`config.mk`:
```
export PLATFORM = sky130hd
export DESIGN_NAME = mul_seq_accum
export DESIGN_NICKNAME = d
export VERILOG_FILES = /design/src/rtl/mul_pkg.sv /design/src/rtl/pp_row_gen.sv /design/src/rtl/mul_seq_accum.sv
export SDC_FILE = /design/constraint.sdc
export NUM_CORES = 1
export LEC_CHECK = 0
export ABC_CLOCK_PERIOD_IN_PS = 3000
export CAP_MARGIN = 20
export CORE_MARGIN = 1
export CORE_UTILIZATION = 56
export CTS_BUF_LIST = sky130_fd_sc_hd__clkbuf_4
export CTS_CLUSTER_SIZE = 24
export DETAILED_ROUTE_END_ITERATION = 7
export PLACE_DENSITY = 0.82
export SYNTH_ARGS = -nofsm -noshare
export SYNTH_HDL_FRONTEND = slang
export SYNTH_SLANG_ARGS = --single-unit
```
`constraint.sdc`:
```
create_clock -name clk -period 3 [get_ports clk]
set_input_delay 0.6 -clock clk [delete_from_list [all_inputs] [get_ports clk]]
set_output_delay 0.6 -clock clk [all_outputs]
set_load 0.01 [all_outputs]
```
`src/rtl/mul_pkg.sv`:
```
// -----------------------------------------------------------------------------
// mul_pkg: shared constants and types for the sequential multiplier slice.
//   MUL_W     : operand width in bits
//   MUL_PW    : product width (2 * MUL_W)
//   MUL_CNT_W : row-counter width, 2**MUL_CNT_W >= MUL_W
//   mul_state_t : controller states IDLE / ACCUM / DONE
// -----------------------------------------------------------------------------
package mul_pkg;

    localparam int MUL_W     = 6;
    localparam int MUL_PW    = 2 * MUL_W;
    localparam int MUL_CNT_W = 3;

    typedef enum logic [1:0] {
        IDLE  = 2'd0,
        ACCUM = 2'd1,
        DONE  = 2'd2
    } mul_state_t;

endpackage

```
`src/rtl/pp_row_gen.sv`:
```
// -----------------------------------------------------------------------------
// pp_row_gen: one partial-product row, already aligned to its weight.
//   a_bit : multiplier bit selecting this row
//   b     : multiplicand (W bits)
//   shift : row index / left-shift amount (CNT_W bits)
//   row   : ({W'b0, b} << shift) when a_bit is set, else zero (2W bits)
// Purely combinational.
// -----------------------------------------------------------------------------
module pp_row_gen
    import mul_pkg::*;
#(
    parameter int W     = MUL_W,
    parameter int CNT_W = MUL_CNT_W
) (
    input  logic             a_bit,
    input  logic [W-1:0]     b,
    input  logic [CNT_W-1:0] shift,
    output logic [2*W-1:0]   row
);

    logic [2*W-1:0] b_wide;

    assign b_wide = {{W{1'b0}}, b};
    assign row    = a_bit ? (b_wide << shift) : '0;

endmodule

```
`src/rtl/mul_seq_accum.sv`:
```
// -----------------------------------------------------------------------------
// mul_seq_accum: shift-and-add multiplier, one partial-product row per cycle.
//
// Ports:
//   clk, rst   : rising-edge clock, asynchronous active-high reset
//   in_valid   : operand pair on a/b is valid
//   in_ready   : block accepts operands (high only in IDLE)
//   a, b       : multiplier / multiplicand (W bits)
//   out_valid  : result holds a completed product
//   out_ready  : consumer accepts the result
//   result     : unsigned product a*b (2W bits), qualify with out_valid
//   busy       : high while accumulating rows
//
// Handshake: a transfer happens on a rising edge where valid and ready are
// both high. Once out_valid rises, result and out_valid hold until the edge
// where out_ready is high; nothing times out. Operands are accepted only in
// IDLE, and a DONE->IDLE return never accepts new operands on the same edge.
//
// Optional build macro MUL_SEQ_EARLY_TERM_EN: leave ACCUM as soon as the
// remaining multiplier bits are all zero (a = 0 goes straight to DONE).
// Products are identical; only latency changes.
// -----------------------------------------------------------------------------
module mul_seq_accum
    import mul_pkg::*;
#(
    parameter int W     = MUL_W,
    parameter int CNT_W = MUL_CNT_W
) (
    input  logic           clk,
    input  logic           rst,
    input  logic           in_valid,
    output logic           in_ready,
    input  logic [W-1:0]   a,
    input  logic [W-1:0]   b,
    output logic           out_valid,
    input  logic           out_ready,
    output logic [2*W-1:0] result,
    output logic           busy
);

    mul_state_t       state;
    logic [2*W-1:0]   acc;
    logic [W-1:0]     a_reg;
    logic [W-1:0]     b_reg;
    logic [CNT_W-1:0] cnt;
    logic [2*W-1:0]   row;
    logic             last_row;

    pp_row_gen #(
        .W     (W),
        .CNT_W (CNT_W)
    ) u_pp_row_gen (
        .a_bit (a_reg[0]),
        .b     (b_reg),
        .shift (cnt),
        .row   (row)
    );

    // The row added this cycle is the last one: either all W rows are done,
    // or (early termination) no set multiplier bits remain after the shift.
`ifdef MUL_SEQ_EARLY_TERM_EN
    assign last_row = (cnt == CNT_W'(W - 1)) || (a_reg[W-1:1] == '0);
`else
    assign last_row = (cnt == CNT_W'(W - 1));
`endif

    // acc is never cleared on the way back to IDLE, so result keeps the
    // last product there; consumers look at it only under out_valid.
    assign result = acc;

    always_ff @(posedge clk or posedge rst) begin
        if (rst) begin
            state     <= IDLE;
            acc       <= '0;
            a_reg     <= '0;
            b_reg     <= '0;
            cnt       <= '0;
            in_ready  <= 1'b1;
            out_valid <= 1'b0;
            busy      <= 1'b0;
        end else begin
            case (state)
                IDLE: begin
                    if (in_valid) begin
                        a_reg    <= a;
                        b_reg    <= b;
                        acc      <= '0;
                        cnt      <= '0;
                        in_ready <= 1'b0;
`ifdef MUL_SEQ_EARLY_TERM_EN
                        if (a == '0) begin
                            state     <= DONE;
                            out_valid <= 1'b1;
                        end else begin
                            state <= ACCUM;
                            busy  <= 1'b1;
                        end
`else
                        state <= ACCUM;
                        busy  <= 1'b1;
`endif
                    end
                end

                ACCUM: begin
                    // 2W-bit sum of W-bit-by-W-bit rows cannot overflow.
                    acc   <= acc + row;
                    a_reg <= a_reg >> 1;
                    cnt   <= cnt + CNT_W'(1);
                    if (last_row) begin
                        state     <= DONE;
                        busy      <= 1'b0;
                        out_valid <= 1'b1;
                    end
                end

                DONE: begin
                    if (out_ready) begin
                        state     <= IDLE;
                        out_valid <= 1'b0;
                        in_ready  <= 1'b1;
                    end
                end

                default: begin
                    state     <= IDLE;
                    in_ready  <= 1'b1;
                    out_valid <= 1'b0;
                    busy      <= 1'b0;
                end
            endcase
        end
    end

endmodule

```
==> results.toml <==
[timing]
relSlewSlack = 0.4377
holdWs_ns = 0.4784
hold_viol_final = 0
worst_clock_skew_ns = 0.01327
fin_tns_setup_ns = 0
tightest_slew_ns = 0.8435
fmax_mhz = 354.7
period_minus_slack_ns = 2.820
finalSetupViolations = 0
rsz0062_at_grt = "no"
period_share = 0.9399
drv_slew = 0

[logic_synthesis]
synth_top_area_frac = 0.3693
seq_area_frac_synth = 0.3818
postSynth.asyncResetShare = 1.000
synth_edf_count = 0
yosysTopAreaCell = "dfrtp_1"
synthCells = 231
postSynthRegisterBits = 32
syn_nets = 261
synthTopCellsByCount = "nand2_1 (35), dfrtp_1 (31), o21ai_0 (19)"
post-synth-top-count-cell = "nand2_1"
synth_top_flop_cell = "dfrtp_1"
synthesis.area_um2 = 2101
synth_cell_types = 42
synth.area.top_cells = "dfrtp_1 (37%), ha_1 (7.7%), nand2_1 (6.3%)"
ys_warn_count = 0
syn_area_per_cell_um2 = 9.094

[setup_path]
worstPathRequired_ns = 3.23
start_kind = "register"
worstPathArrival_ns = 3.05
worst_setup_path_end_kind = "register"
worstSetupPathType = "reg2reg"
cp_max_fo = 6
r2r_slack_ns = 0.18

[global_route]
grt_max_degree = 33
overflow = 0
first_global_vias = 1745
grt_usage = 0.2638
grt_pass1_wl_um = 8197
grt_antenna_before_repair = 0

[floorplanning]
pin_count = 31
die_h_um = 63.25
dieWidth_um = 63.25
core_area_um2 = 3468
row_count = 21
dieArea_um2 = 4001
start_util = 0.6057

[power_and_ir_drop]
clockPowerShare = 0.127
ir_worst_vdd_mv = 0.5742
p_leak_nw = 1.133
switching_share = 0.4289
pwr_density_cell_nw_per_um2 = 1000
pwr-share-comb = 0.559
p_int_mw = 1.455
p_seq_frac = 0.314
power.switching_mw = 1.092

[clocking]
cts_buffers = 5
cts_tree = "yes"
clockBufferDepth = 2
insertion_delay_ns = 0.34
h-tree-depth = 2
cts_root_buf = "clkbuf_4"
cts_num_sinks = 32
clkSlewWorstSetupHoldPaths_ns = 0.11

[detailed_routing]
wl_per_cell_um = 15.57
drt_first_iter_violations = 163
wl_um = 4810
ant_nets = 0
via_per_inst = 5.780
vias = 1786
drc = 0
first_pass_iters = 4

[placed_design]
gp_congestion = 0.8880
dp_hpwl_um = 3461
dp_cells = 299
numPortBuffers = 30

[final_layout]
syn_to_final_growth_pct = 21.20
nets = 292
largest_reg_flops = 12
drive_gt1_frac = 0.1065
antenna_cells = 0
fin_cells = 309

[hold_path]
min_path_type = "reg2reg"

[status]
status = "finished clean"

[job]
maxCapViolCount = 0
==> stage by stage <==
stage / utilization / power [mW] / cell area (um^2) / worst slack [ns]
finish: 0.7341 / 2.547 / 2546 / 0.1804
global route: 0.7341 / 2.754 / 2546 / 0.03089
CTS: 0.7302 / 2.528 / 2532 / 0.1206
detailed placement: 0.7085 / 2.198 / 2457 / 0.1318
global placement: 0.7085 / 2.167 / 2457 / 0.2287
floorplan: - / 1.775 / 2101 / 0.4256
==> cell families (layout without fill, tap and decap cells) <==
group | count (synthesis) | after routing | synth area share
muxes | 20 | 20 | 0.1001
xor gates and xnor gates | 7 | 7 | 0.02918
AOI/OAI and AO/OA | 58 | 58 | 0.1828
and+or+nand+nor | 80 | 80 | 0.1781
buffers and inverters | 20 | 52 | 0.04110
adders and majority gates | 14 | 14 | 0.08696
DFF | 32 | 32 | 0.3818
==> path summary, 6_finish.rpt <==
path,cells after the start,startpoint,to
setup / recovery,11,cnt[1],result[7]
hold / removal,2,in_ready,in_ready
setup reg to reg,11,cnt[1],result[7]
hold reg to reg,2,in_ready,in_ready
max in group asynchronous,3,rst,cnt[1]
min in group asynchronous,3,rst,result[5]
==> per-layer routing <==
metal / GRT usage / vias up / part of all wire / routed length, um
li1: - / 882 / - / -
met1: 0.3445 / 847 / 0.47 / 2242
met2: 0.4234 / 45 / 0.48 / 2297
met3: 0.05978 / 12 / 0.036 / 172
met4: 0.1023 / 0 / 0.020 / 97
met5: 0 / - / 0 / 0
==> cell type report <==
type	instances	area (um^2)
fill	281	922.1
tap	46	57.56
clock inverter	3	37.54
timing repair buffer	38	370.4
inverter	6	22.52
multi-input combinational	179	1217
sequential	32	803.3
clock buffer	5	37.54
==> cell usage in the layout (no fill, tap or decap), types with 2 or more instances in the layout <==
| cell type | synthesis | layout |
|---|---|---|
| a22o_1 | 2 | 2 |
| a21oi_1 | 7 | 7 |
| xnor2_1 | 4 | 4 |
| clkdlybuf4s50_1 | 0 | 30 |
| inv_1 | 6 | 6 |
| o21bai_1 | 2 | 2 |
| clkinv_1 | 0 | 2 |
| ha_1 | 13 | 13 |
| dfrtp_1 | 31 | 30 |
| mux2_2 | 8 | 8 |
| a31oi_1 | 3 | 3 |
| nor2b_1 | 5 | 5 |
| and2_1 | 3 | 3 |
| nand3_1 | 4 | 4 |
| nor2_1 | 15 | 15 |
| o21a_1 | 2 | 2 |
| nand2_1 | 35 | 35 |
| o21ai_0 | 19 | 19 |
| a221oi_1 | 3 | 3 |
| buf_4 | 1 | 6 |
| clkbuf_4 | 0 | 5 |
| mux2i_1 | 12 | 12 |
| nor4_1 | 2 | 2 |
| nor3_1 | 5 | 5 |
| nand4_1 | 2 | 2 |
| o22ai_1 | 8 | 8 |
| and3_1 | 3 | 3 |
| a21o_1 | 6 | 6 |
| xor2_1 | 3 | 3 |
==> power groups by stage <==
stage,clock (mW),sequential [mW],combinational [mW]
after global placement,0,0.807,1.36
after CTS,0.329,0.802,1.40
after floorplan,0,0.766,1.01
after detailed placement,0,0.810,1.39
after global routing,0.345,0.825,1.58
final,0.324,0.799,1.42
==> worst max-delay path, cell delays in order (launching register included) <==
cell      delay (ns)
dfrtp_2         0.45
mux2i_1         0.26
mux2i_1         0.12
nor2b_1         0.15
a31oi_1         0.18
nor2b_1         0.07
ha_1            0.34
a21o_1          0.22
a211oi_4        0.36
o21bai_2        0.12
or2_0           0.20
a32o_1          0.24
==> timing repair <==
item,CTS,global route
hold buffers,0,0
setup endpoints to repair,0,4
buffers inserted,0,2
gates resized for setup,0,1
Power figures use the tool's default switching activity.
